**src/rtl/div_iter.sv**
```systemverilog
// div_iter: iterative radix-2 restoring divider with RISC-V M-extension semantics; DIV_EARLY_OUT_EN enables leading-zero early termination
module div_iter #(
    parameter int DATA_W = 32
) (
    input  logic                clk,
    input  logic                rst_n,
    input  logic [DATA_W-1:0]   op1_data,
    input  logic [DATA_W-1:0]   op2_data,
    input  logic                start_flag,
    input  logic                annul,
    input  logic                signed_div,
    output logic [2*DATA_W-1:0] div_result,
    output logic                div_ready,
    output logic                div_busy
);
    localparam int CNT_W = $clog2(DATA_W + 1);

    typedef enum logic [2:0] {IDLE, ZERO, CALC, FIX, DONE} state_t;

    state_t              state, state_nx;
    logic [DATA_W-1:0]   dvd, dvd_nx, rem, rem_nx, dsr, dsr_nx;
    logic [DATA_W-1:0]   mag1, mag2, load_dvd;
    logic [DATA_W:0]     shifted, trial;
    logic [CNT_W-1:0]    cnt, cnt_nx, iters;
    logic                sign_q, sign_r, sq_nx, sr_nx, rdy_nx;
    logic [2*DATA_W-1:0] res_nx;
    logic                accept;

    assign mag1    = (signed_div && op1_data[DATA_W-1]) ? -op1_data : op1_data;
    assign mag2    = (signed_div && op2_data[DATA_W-1]) ? -op2_data : op2_data;
    assign accept  = (state == IDLE) && start_flag && !annul;
    assign shifted = {rem, dvd[DATA_W-1]};
    assign trial   = shifted - {1'b0, dsr};
    assign div_busy = (state == ZERO) || (state == CALC) || (state == FIX);

`ifdef DIV_EARLY_OUT_EN
    logic [CNT_W-1:0] lz;

    // count leading zeros of the dividend magnitude
    always_comb begin
        lz = CNT_W'(DATA_W);
        for (int i = 0; i < DATA_W; i++)
            if (mag1[i]) lz = CNT_W'(DATA_W - 1 - i);
    end

    assign load_dvd = mag1 << lz;

    // iteration count: only the significant dividend bits, at least one
    always_ff @(posedge clk) begin
        if (!rst_n)
            iters <= '0;
        else if (accept)
            iters <= (lz == CNT_W'(DATA_W)) ? CNT_W'(1) : CNT_W'(DATA_W) - lz;
    end
`else
    assign load_dvd = mag1;
    assign iters    = CNT_W'(DATA_W);
`endif

    // state register and datapath registers
    always_ff @(posedge clk) begin
        if (!rst_n) begin
            state      <= IDLE;
            dvd        <= '0;
            rem        <= '0;
            dsr        <= '0;
            cnt        <= '0;
            sign_q     <= 1'b0;
            sign_r     <= 1'b0;
            div_ready  <= 1'b0;
            div_result <= '0;
        end else begin
            state      <= state_nx;
            dvd        <= dvd_nx;
            rem        <= rem_nx;
            dsr        <= dsr_nx;
            cnt        <= cnt_nx;
            sign_q     <= sq_nx;
            sign_r     <= sr_nx;
            div_ready  <= rdy_nx;
            div_result <= res_nx;
        end
    end

    // next state, one quotient bit per CALC cycle, sign fix-up, result hand-off
    always_comb begin
        state_nx = state;
        dvd_nx   = dvd;
        rem_nx   = rem;
        dsr_nx   = dsr;
        cnt_nx   = '0;
        sq_nx    = sign_q;
        sr_nx    = sign_r;
        rdy_nx   = 1'b0;
        res_nx   = '0;
        case (state)
            IDLE: if (accept) begin
                sq_nx  = signed_div & (op1_data[DATA_W-1] ^ op2_data[DATA_W-1]);
                sr_nx  = signed_div & op1_data[DATA_W-1];
                dsr_nx = mag2;
                if (op2_data == '0) begin
                    state_nx = ZERO;
                    rem_nx   = op1_data;
                    dvd_nx   = '0;
                end else begin
                    state_nx = CALC;
                    rem_nx   = '0;
                    dvd_nx   = load_dvd;
                end
            end
            ZERO: begin
                dvd_nx   = '1;
                state_nx = DONE;
            end
            CALC: begin
                rem_nx   = trial[DATA_W] ? shifted[DATA_W-1:0] : trial[DATA_W-1:0];
                dvd_nx   = {dvd[DATA_W-2:0], ~trial[DATA_W]};
                cnt_nx   = cnt + CNT_W'(1);
                state_nx = (cnt_nx == iters) ? FIX : CALC;
            end
            FIX: begin
                dvd_nx   = sign_q ? -dvd : dvd;
                rem_nx   = sign_r ? -rem : rem;
                state_nx = DONE;
            end
            DONE: begin
                rdy_nx   = start_flag;
                res_nx   = start_flag ? {rem, dvd} : '0;
                state_nx = start_flag ? DONE : IDLE;
            end
            default: state_nx = IDLE;
        endcase
        if (annul) begin
            state_nx = IDLE;
            cnt_nx   = '0;
            rdy_nx   = 1'b0;
            res_nx   = '0;
        end
    end
endmodule
```
**config.mk**
```make
export PLATFORM = sky130hd
export DESIGN_NAME = div_iter
export DESIGN_NICKNAME = d
export VERILOG_FILES = /design/src/rtl/div_iter.sv
export SDC_FILE = /design/constraint.sdc
export NUM_CORES = 1
export LEC_CHECK = 0
export ABC_CLOCK_PERIOD_IN_PS = 3200
export BUFFER_PORTS_ARGS = -buffer_cell sky130_fd_sc_hd__buf_2
export CAP_MARGIN = 20
export CORE_ASPECT_RATIO = 0.7
export CORE_MARGIN = 5
export CORE_UTILIZATION = 25
export DETAILED_ROUTE_END_ITERATION = 8
export PLACE_DENSITY = 0.42
export SLEW_MARGIN = 20
export SYNTH_ARGS = -nofsm -noshare
export SYNTH_HDL_FRONTEND = slang
export SYNTH_SLANG_ARGS = --single-unit
```
**constraint.sdc**
```tcl
create_clock -name clk -period 3.2 [get_ports clk]
set_input_delay 0.32 -clock clk [delete_from_list [all_inputs] [get_ports clk]]
set_output_delay 0.32 -clock clk [all_outputs]
set_load 0.05 [all_outputs]
```
==> results.yml <==
sta:
  relSlewSlack_pct: 40.9
  tns_ns: -0.0747
  layout_setup_ws_ns: -0.0558
  period_needed_ns: 3.26
  slew_violations: 0
  whs_ns: 0.197
  period_share_pct: 102
  timing.fmax_mhz: 307
  final-hold-violation-count: 0
  worst_slew_pin_slew_ns: 0.887
  setup-violations-final: 2
  skew_ns: 0.0133
  rsz0062_at_grt: "true"
min_path:
  min_from: "op2_data[15]"
  holdPathEnd: "dsr[15]$_SDFFE_PN0P_"
  hold_depth: 3
  hold_path_class: "input port to flop"
placement:
  routabilityCongestion: 0.867
  portBuffers: 134
  pre_cts_ws_ns: -0.156
  place.detailed.hpwl_mm: 34.0
  place_area_sq_um: 13300
logic_synthesis:
  ys.flop_type: "dfxtp_1"
  synth_top_area_share_pct: 31.0
  syn_area_per_cell_sq_um: 7.74
  syn-cell-area_sq_um: 11100
  syn_inst: 1434
  ys_seq_area_share_pct: 31.0
  yosysMostFrequentCell: "dfxtp_1"
  yosys.area.top_type: "dfxtp_1"
  yosys-top-cells-count: "172 x dfxtp_1, 127 x a21oi_1, 116 x o21ai_0"
  async_flop_share_pct: 0
  synth-seq-cells: 172
  netlist_top_cells_area: "dfxtp_1 31%, xnor2_1 5.8%, a21oi_1 5.7%"
  ys_warn_count: 0
  synth_edf_count: 0
  syn_nets: 1542
  synth_cell_type_count: 67
global_routing:
  antenna_found_initial: 5
  grt_max_degree: 53
  grt_pass1_vias: 11100
  grt_usage_pct: 17.8
  grt_overflow: 0
  grt_pass1_wl_mm: 67.9
die:
  start_util_pct: 25.4
  io_pins: 135
  rows: 64
  core_sq_um: 43800
  die_h_um: 186
  design.die.area_sq_um: 48800
  die_w_um: 262
worst_setup_path:
  cp_slowest_cell: "or4_4"
  crit_path_end_kind: "flop"
  crit_arrival_ns: 3.61
  reg2reg_setup_slack_ns: -0.06
  path_cells: "or4_4, or3_4, or3_4, or4_4, or3_1, nor3b_2, a221o_1, o31a_1"
  r2r_start: "rem[4]$_SDFFE_PN0P_"
  r2r-end: "rem[31]$_SDFFE_PN0P_"
  cp_max_fo: 4
  worstRegToRegCells: 8
  path_class: "flop to flop"
  required_ns: 3.56
  crit_path_max_incr_delay_ns: 0.55
  cp-start-kind: "flop"
clock_network:
  clk_pin_slew_ns: 0.07
  clk_latency_ns: 0.46
  cts_buffers: 17
  cts-root-buf: "clkbuf_16"
  cts_sinks: 172
  cts_tree: "yes"
  cts_max_level: 4
  clockBufferDepth: 2
cells_and_area:
  utilization_pct: 32.3
  seq_area_sq_um: 3450
  n_fill_cell: 4744
  drive_gt1_share_pct: 22.5
  fin_area_sq_um: 14100
  multiInputGateArea_sq_um: 7310
  fin_nets: 1743
  areaGrowthSynthToFinish_pct: 27.2
routing:
  drc: 0
  viasPerCell: 5.15
  wl_per_cell_um: 19.7
  final_antenna_net_count: 0
  vias: 11600
  totalWireLength_mm: 44.3
  drt_iter0_drc: 975
  dr.pass1.iters: 6
flow_run:
  maxCapViolCount: 0
power_and_ir_drop:
  leakagePower_uw: 0.00579
  power_density_nw_per_um2: 501
  vdd_drop_max_v: 0.000350
run_status:
  violations: "negative setup slack"
  status: "finished, violations left"
==> placed cells by master (no fill, tap or decap), drive strengths merged, types with 40 or more instances in the layout <==
cell type,count
xnor2,73
o21ai,117
nand3,41
dfxtp,172
buf,274
inv,69
a21oi,127
nor2,112
nand2,102
a221oi,40
xor2,49
nor3,40
and2,59
==> metrics by stage <==
stage	total power, uW	cells
3_5_place_dp	4790	2204
2_1_floorplan	3860	1434
3_3_place_gp	4790	2204
5_1_grt	7490	2242
6_report	7080	2243
4_1_cts	7020	2237
==> worst max-delay path, delay by kind of cell (launching register included) <==
family	cells	cell delay, ns
AO/OA/AOI/OAI	2	0.57
AND/OR/NAND/NOR	6	2.25
flip-flops	1	0.32
==> flip-flops by register name, summed over array words and instances (netlist names) <==
signal      flops
sign_q          1
cnt             6
rem            32
div_result     64
state           3
dvd            32
div_ready       1
dsr            32
sign_r          1
==> timing repair <==
item	in CTS	in global routing
pin swaps	3	9
hold buffers	0	0
endpoints found under the setup margin	32	32
resized for setup	14	34
setup buffers	1	5
==> worst max-delay path by stage <==
| stage | start | end | slack [ns] | depth (start not counted) |
|---|---|---|---|---|
| floorplan | rem[4]$_SDFFE_PN0P_ | rem[25]$_SDFFE_PN0P_ | -0.18 | 12 |
| global placement | rem[4]$_SDFFE_PN0P_ | rem[25]$_SDFFE_PN0P_ | -0.14 | 9 |
| detailed placement | dvd[31]$_SDFFE_PN0P_ | rem[13]$_SDFFE_PN0P_ | -0.16 | 13 |
| CTS | rem[4]$_SDFFE_PN0P_ | rem[25]$_SDFFE_PN0P_ | -0.02 | 9 |
| global route | rem[4]$_SDFFE_PN0P_ | rem[31]$_SDFFE_PN0P_ | -0.10 | 8 |
| finish | rem[4]$_SDFFE_PN0P_ | rem[31]$_SDFFE_PN0P_ | -0.06 | 8 |
==> cell type report <==
class | instances | share of cell area [%]
Multi-Input combinational cell | 1103 | 51.8
Clock buffer | 20 | 3.16
Tap cell | 594 | 5.26
Sequential cell | 172 | 24.4
Inverter | 67 | 1.78
Timing Repair Buffer | 274 | 12.6
Antenna cell | 1 | 0.0177
Clock inverter | 12 | 0.983
==> cells by family after synthesis <==
logic type / Yosys count / share of synthesized area (%)
xor gates and xnor gates: 122 / 9.62
muxes: 8 / 0.721
DFF: 172 / 31.0
AOI/OAI and AO/OA: 456 / 26.8
adders and majority gates: 39 / 4.46
buffers and inverters: 159 / 5.49
and+or+nand+nor: 478 / 21.9
==> metal layers <==
metal / vias up / wire length [um] / GRT usage [%]
li1: 5626 / - / -
met1: 5542 / 22500 / 27.4
met2: 346 / 18500 / 25.6
met3: 39 / 2680 / 3.31
met4: 2 / 552 / 3.72
met5: - / 13 / 0
==> power by group <==
part | switching, uW | internal (uW)
clock | 978 | 1180
combinational | 1480 | 1090
sequential | 118 | 2240
total | 2570 | 4510
No activity file was read; power rests on OpenSTA's default activity.
